**config.mk**
```make
export PLATFORM = sky130hd
export DESIGN_NAME = rijndael_stream_adapter
export DESIGN_NICKNAME = d
export VERILOG_FILES = /design/src/rtl/rijndael_stream_adapter.sv
export SDC_FILE = /design/constraint.sdc
export NUM_CORES = 1
export LEC_CHECK = 0
export ABC_AREA = 1
export BUFFER_PORTS_ARGS = -buffer_cell sky130_fd_sc_hd__buf_2
export CORE_AREA = 2 2 315 317
export DETAILED_ROUTE_END_ITERATION = 12
export DIE_AREA = 0 0 317 319
export PLACE_DENSITY = 0.41
export RECOVER_POWER = 25
export REMOVE_ABC_BUFFERS = 1
export SYNTH_ARGS = -nofsm -noshare
export SYNTH_HDL_FRONTEND = slang
export SYNTH_SLANG_ARGS = --single-unit
export TNS_END_PERCENT = 1
```
**constraint.sdc**
```tcl
create_clock -name clk -period 34.2 [get_ports clk]
set_input_delay 3.42 -clock clk [delete_from_list [all_inputs] [get_ports clk]]
set_output_delay 3.42 -clock clk [all_outputs]
set_load 0.03 [all_outputs]
```
**src/rtl/rijndael_stream_adapter.sv**
```systemverilog
// rijndael_stream_adapter
//   Valid/ready front end for the iterative rijndael_encrypt core. It accepts
//   one plaintext/key pair, launches the core with a single-cycle enable,
//   captures the ciphertext into an output buffer and hands it downstream
//   under backpressure. Only one block is ever in flight.
//
//   Build option: RIJNDAEL_STREAM_OBUF2_EN
//     defined   -> 2-entry output FIFO; a new block may be accepted while one
//                  ciphertext waits downstream.
//     undefined -> single output register; in_ready may follow out_ready
//                  combinationally so a pop and an accept can share a cycle.
//
// Ports
//   clk, rst                  clock, asynchronous active-high reset
//   in_valid/in_ready         upstream handshake; in_plaintext/in_key payload
//   out_valid/out_ready       downstream handshake; out_ciphertext = buffer head
//   core_enable               one-cycle start pulse to the core
//   core_plaintext/core_key   block latched on accept, stable while busy
//   core_ready/core_ciphertext core status and result
//   busy                      high while a block is launching or in flight
//   block_count               ciphertext blocks popped downstream (wraps)
module rijndael_stream_adapter #(
  parameter int unsigned NB = 4,
  parameter int unsigned NK = 4,
  localparam int unsigned STATESIZE = 32 * NB,
  localparam int unsigned KEYSIZE   = 32 * NK
) (
  input  logic                 clk,
  input  logic                 rst,
  input  logic                 in_valid,
  output logic                 in_ready,
  input  logic [STATESIZE-1:0] in_plaintext,
  input  logic [KEYSIZE-1:0]   in_key,
  output logic                 out_valid,
  input  logic                 out_ready,
  output logic [STATESIZE-1:0] out_ciphertext,
  output logic                 core_enable,
  output logic [STATESIZE-1:0] core_plaintext,
  output logic [KEYSIZE-1:0]   core_key,
  input  logic                 core_ready,
  input  logic [STATESIZE-1:0] core_ciphertext,
  output logic                 busy,
  output logic [31:0]          block_count
);

  typedef enum logic [1:0] {S_IDLE, S_LAUNCH, S_WAIT} state_t;

  state_t               state_q, state_d;
  logic [STATESIZE-1:0] pt_q, pt_d;
  logic [KEYSIZE-1:0]   key_q, key_d;
  logic [31:0]          block_count_q, block_count_d;

  logic room;
  logic capture;
  logic pop;

  assign capture = (state_q == S_WAIT) && core_ready;
  assign pop     = out_valid && out_ready;

  // ---------------------------------------------------------------- buffer
`ifdef RIJNDAEL_STREAM_OBUF2_EN
  logic [1:0]           occ_q, occ_d;
  logic [STATESIZE-1:0] e0_q, e0_d, e1_q, e1_d;

  // e0 is always the head; a pop shifts e1 forward before any push lands.
  always_comb begin
    occ_d = occ_q;
    e0_d  = e0_q;
    e1_d  = e1_q;
    if (pop) begin
      e0_d  = e1_q;
      occ_d = occ_q - 2'd1;
    end
    if (capture) begin
      if (occ_d == 2'd0) e0_d = core_ciphertext;
      else               e1_d = core_ciphertext;
      occ_d = occ_d + 2'd1;
    end
  end

  always_ff @(posedge clk or posedge rst) begin
    if (rst) begin
      occ_q <= '0;
      e0_q  <= '0;
      e1_q  <= '0;
    end else begin
      occ_q <= occ_d;
      e0_q  <= e0_d;
      e1_q  <= e1_d;
    end
  end

  assign out_valid      = (occ_q != 2'd0);
  assign out_ciphertext = e0_q;
  assign room           = (occ_q != 2'd2);
`else
  logic                 obuf_vld_q, obuf_vld_d;
  logic [STATESIZE-1:0] obuf_q, obuf_d;

  always_comb begin
    obuf_vld_d = obuf_vld_q;
    obuf_d     = obuf_q;
    if (pop) obuf_vld_d = 1'b0;
    if (capture) begin
      obuf_vld_d = 1'b1;
      obuf_d     = core_ciphertext;
    end
  end

  always_ff @(posedge clk or posedge rst) begin
    if (rst) begin
      obuf_vld_q <= 1'b0;
      obuf_q     <= '0;
    end else begin
      obuf_vld_q <= obuf_vld_d;
      obuf_q     <= obuf_d;
    end
  end

  assign out_valid      = obuf_vld_q;
  assign out_ciphertext = obuf_q;
  // Register frees up this cycle if the head is being popped.
  assign room           = !obuf_vld_q || out_ready;
`endif

  // ------------------------------------------------------------------- FSM
  // rst gates in_ready so it reads 0 for the whole reset window.
  assign in_ready = (state_q == S_IDLE) && room && !rst;

  always_comb begin
    state_d     = state_q;
    pt_d        = pt_q;
    key_d       = key_q;
    core_enable = 1'b0;
    case (state_q)
      S_IDLE: begin
        if (in_valid && in_ready) begin
          pt_d    = in_plaintext;
          key_d   = in_key;
          state_d = S_LAUNCH;
        end
      end
      S_LAUNCH: begin
        // Hold off while the core is still finishing (e.g. after reset).
        core_enable = core_ready;
        if (core_ready) state_d = S_WAIT;
      end
      S_WAIT: begin
        if (core_ready) state_d = S_IDLE;
      end
      default: state_d = S_IDLE;
    endcase
  end

  assign block_count_d = pop ? block_count_q + 32'd1 : block_count_q;

  always_ff @(posedge clk or posedge rst) begin
    if (rst) begin
      state_q       <= S_IDLE;
      pt_q          <= '0;
      key_q         <= '0;
      block_count_q <= '0;
    end else begin
      state_q       <= state_d;
      pt_q          <= pt_d;
      key_q         <= key_d;
      block_count_q <= block_count_d;
    end
  end

  assign core_plaintext = pt_q;
  assign core_key       = key_q;
  assign busy           = (state_q != S_IDLE);
  assign block_count    = block_count_q;

endmodule

```
==> flow_summary.json <==
{
  "rsz0062_at_grt": "no",
  "synth_common_cells": "nand2_1 (598), dfrtp_1 (419), nand3_1 (269)",
  "critPathCaptureType": "asynchronous set/reset pin",
  "post_cts_buffers": 0,
  "core_area_mm2": 0.0977,
  "met3_length_mm": 5.90,
  "clock_latency_ns": 0.61,
  "ir_drop_mv": 0.0512,
  "final_antenna_net_count": 0,
  "finalCritPeriodShare_pct": 38.2,
  "htreeDepth": 2,
  "ctsResizeCount": 0,
  "synth.most_common_cell": "nand2_1",
  "slowest_stage": "clkbuf_1",
  "routed_wl_mm": 63.5,
  "first_pass_iters": 5,
  "rows": 115,
  "ff2ff_setup_slack_ns": 29.75,
  "fin_skew_ns": 0.0165,
  "cts_buffer_depth": 3,
  "pin_count": 809,
  "whs_path_depth": 2,
  "grt_pass1_vias": 14500,
  "hp-class": "reg -> reg",
  "cp_slowest_stage_delay_ns": 5.20,
  "cts_tree": "built",
  "endpoint": "core_plaintext[122]",
  "r2r-start": "state_q[0]",
  "ys_warn_count": 0,
  "crit_path_start": "rst",
  "synth_cell_types": 25,
  "cts_buffers": 52,
  "grt_overflow": 0,
  "drt-initial-drc-count": 725,
  "die_h_um": 319,
  "crit_required_ns": 33.12,
  "r2r-end": "out_ciphertext[105]",
  "ctsHoldBuffers": 0,
  "slew_viol_final": 364,
  "critPathMaxFanout": 133,
  "max_cap_violations": 4,
  "setup_viol": 0,
  "grt_max_degree": 134,
  "synth-main-ff-cell": "dfrtp_1",
  "dp_hpwl_mm": 45.3,
  "violations": "max-capacitance violations, max-slew violations",
  "cp.arrival_ns": 11.98,
  "hold_viol": 0,
  "critPathLaunchType": "primary input",
  "synth.largest_area_cell": "dfrtp_1",
  "drc_errors": 0,
  "clkTransAtPathRegs_ns": 0.06,
  "cts-root-buf": "clkbuf_16",
  "synthToLayoutAreaGrowth_pct": 41.4,
  "fin_crit_ns": 13.06,
  "routed-wl-met2_mm": 31.3,
  "drive_above_1_share_pct": 42.4,
  "drt-met1-wl_mm": 24.6,
  "io_buffers": 808,
  "syn_inst": 1633,
  "syn_area_per_cell_um2": 10.3,
  "tightest_slew_ns": 7.24,
  "finalPower_mw": 2.38,
  "synth_edf_count": 0,
  "path_cells": "buf_2, clkinvlp_2, clkbuf_1",
  "leakage_nw": 12.7,
  "netlist_area_mm2": 0.0168,
  "outcome": "finished with violations",
  "grt_usage_pct": 12.1,
  "top_layer": "met5",
  "vias": 14200,
  "detail_route.vias_per_cell": 3.81,
  "rr_worst_depth": 4,
  "ys_seq_area_share_pct": 62.5,
  "setup_tns_ns": 0,
  "wl_per_cell_um": 17.0,
  "grt_pass1_wl_mm": 93.3,
  "place.gp.congestion": 0.764,
  "start_util_pct": 17.2,
  "synthTopCellsByArea": "dfrtp_1 (62%), nand2_1 (13%), mux2_2 (8.6%), nand3_1 (8.0%), buf_4 (1.4%)",
  "design_area_mm2": 0.0237,
  "cts.sinks": 419,
  "max_freq_mhz": 76.6,
  "synth-async-reset-ratio_pct": 100,
  "die_x_um": 317,
  "antenna_found_initial": 17,
  "ys_seq_elements": 419,
  "slew-limit-headroom_pct": -382,
  "synth_top_area_share_pct": 62.5,
  "critPathKind": "in -> async",
  "powerDensity_mw_per_mm2": 100,
  "layout.nets": 2800,
  "placed_cell_area_mm2": 0.0220,
  "die-area_mm2": 0.101
}
-- worst max-delay path: cells and delay by family --
| kind | cells | cell delay [ns] |
|---|---|---|
| buf+inv | 3 | 8.17 |
-- report_power, final --
group	leakage [nW]	internal [mW]	total (mW)	switching, mW
Clock	0.892	0.363	0.592	0.229
Combinational	6.64	0.277	0.980	0.703
Sequential	5.19	0.702	0.808	0.105
Total	12.7	1.34	2.38	1.04
-- logic make-up (layout without fill, tap and decap cells) --
family,after synthesis,in the layout,share of synthesized area (%)
adders and majority gates,1,1,0.0745
muxes,128,128,8.59
and+or+nand+nor,936,936,23.5
xor gates and xnor gates,17,17,0.887
other,0,5,0
AOI/OAI and AO/OA,5,5,0.149
buffers and inverters,127,942,4.36
DFF,419,419,62.5
-- worst min-delay path by stage --
| stage | start | to | slack [ns] |
|---|---|---|---|
| finish | core_key[108] | core_key[108] | 0.46 |
| global route | core_key[45] | core_key[45] | 0.48 |
| CTS | core_key[108] | core_key[108] | 0.47 |
| detailed placement | core_plaintext[83] | core_plaintext[83] | 0.45 |
| global placement | core_key[64] | core_key[64] | 0.45 |
| floorplan | state_q[1] | state_q[1] | 0.52 |
-- metal layers --
metal	vias up	GRT usage [%]
met5	-	0
met4	12	3.84
met3	102	4.43
met2	541	21.0
met1	6721	13.6
li1	6855	-
-- state kept, by name (all words and copies together), names as in the netlist --
register	count
core_plaintext	128
core_key	128
state_q	2
out_ciphertext	128
out_valid	1
block_count	32
-- cells in the final DEF, fill, tap and decap left out, types with 10 or more instances in the layout --
cell type and count:
clkinv_2 11, inv_1 26, nand3b_1 11, nand3_1 269, mux2_2 128, clkbuf_1 10, buf_4 12, nand2_1 600
nor2_1 45, clkbuf_16 53, dfrtp_1 419, buf_2 806, xor2_1 11
-- per-stage QoR --
step           setup WS, ns  instances  hold WS, ns  utilization (%)
6_report              21.14       3740        0.462             24.3
5_1_grt               18.84       3738        0.479             24.3
4_1_cts               25.09       3735        0.467             24.3
3_5_place_dp          25.10       3643        0.453             22.5
3_3_place_gp          25.08       3643        0.450             22.5
2_1_floorplan         14.62       1534        0.516                -
-- layout make-up --
class | count | area, um^2
flip-flops and latches | 419 | 10500
well taps | 1287 | 1610
multi-input cells | 1087 | 5560
diodes | 5 | 12.5
clock inverters | 26 | 375
fillers | 10800 | 74000
clock buffers | 66 | 1440
repair buffers | 822 | 4150
inverters | 28 | 106
Note: power is estimated with default switching activity, not from simulation.
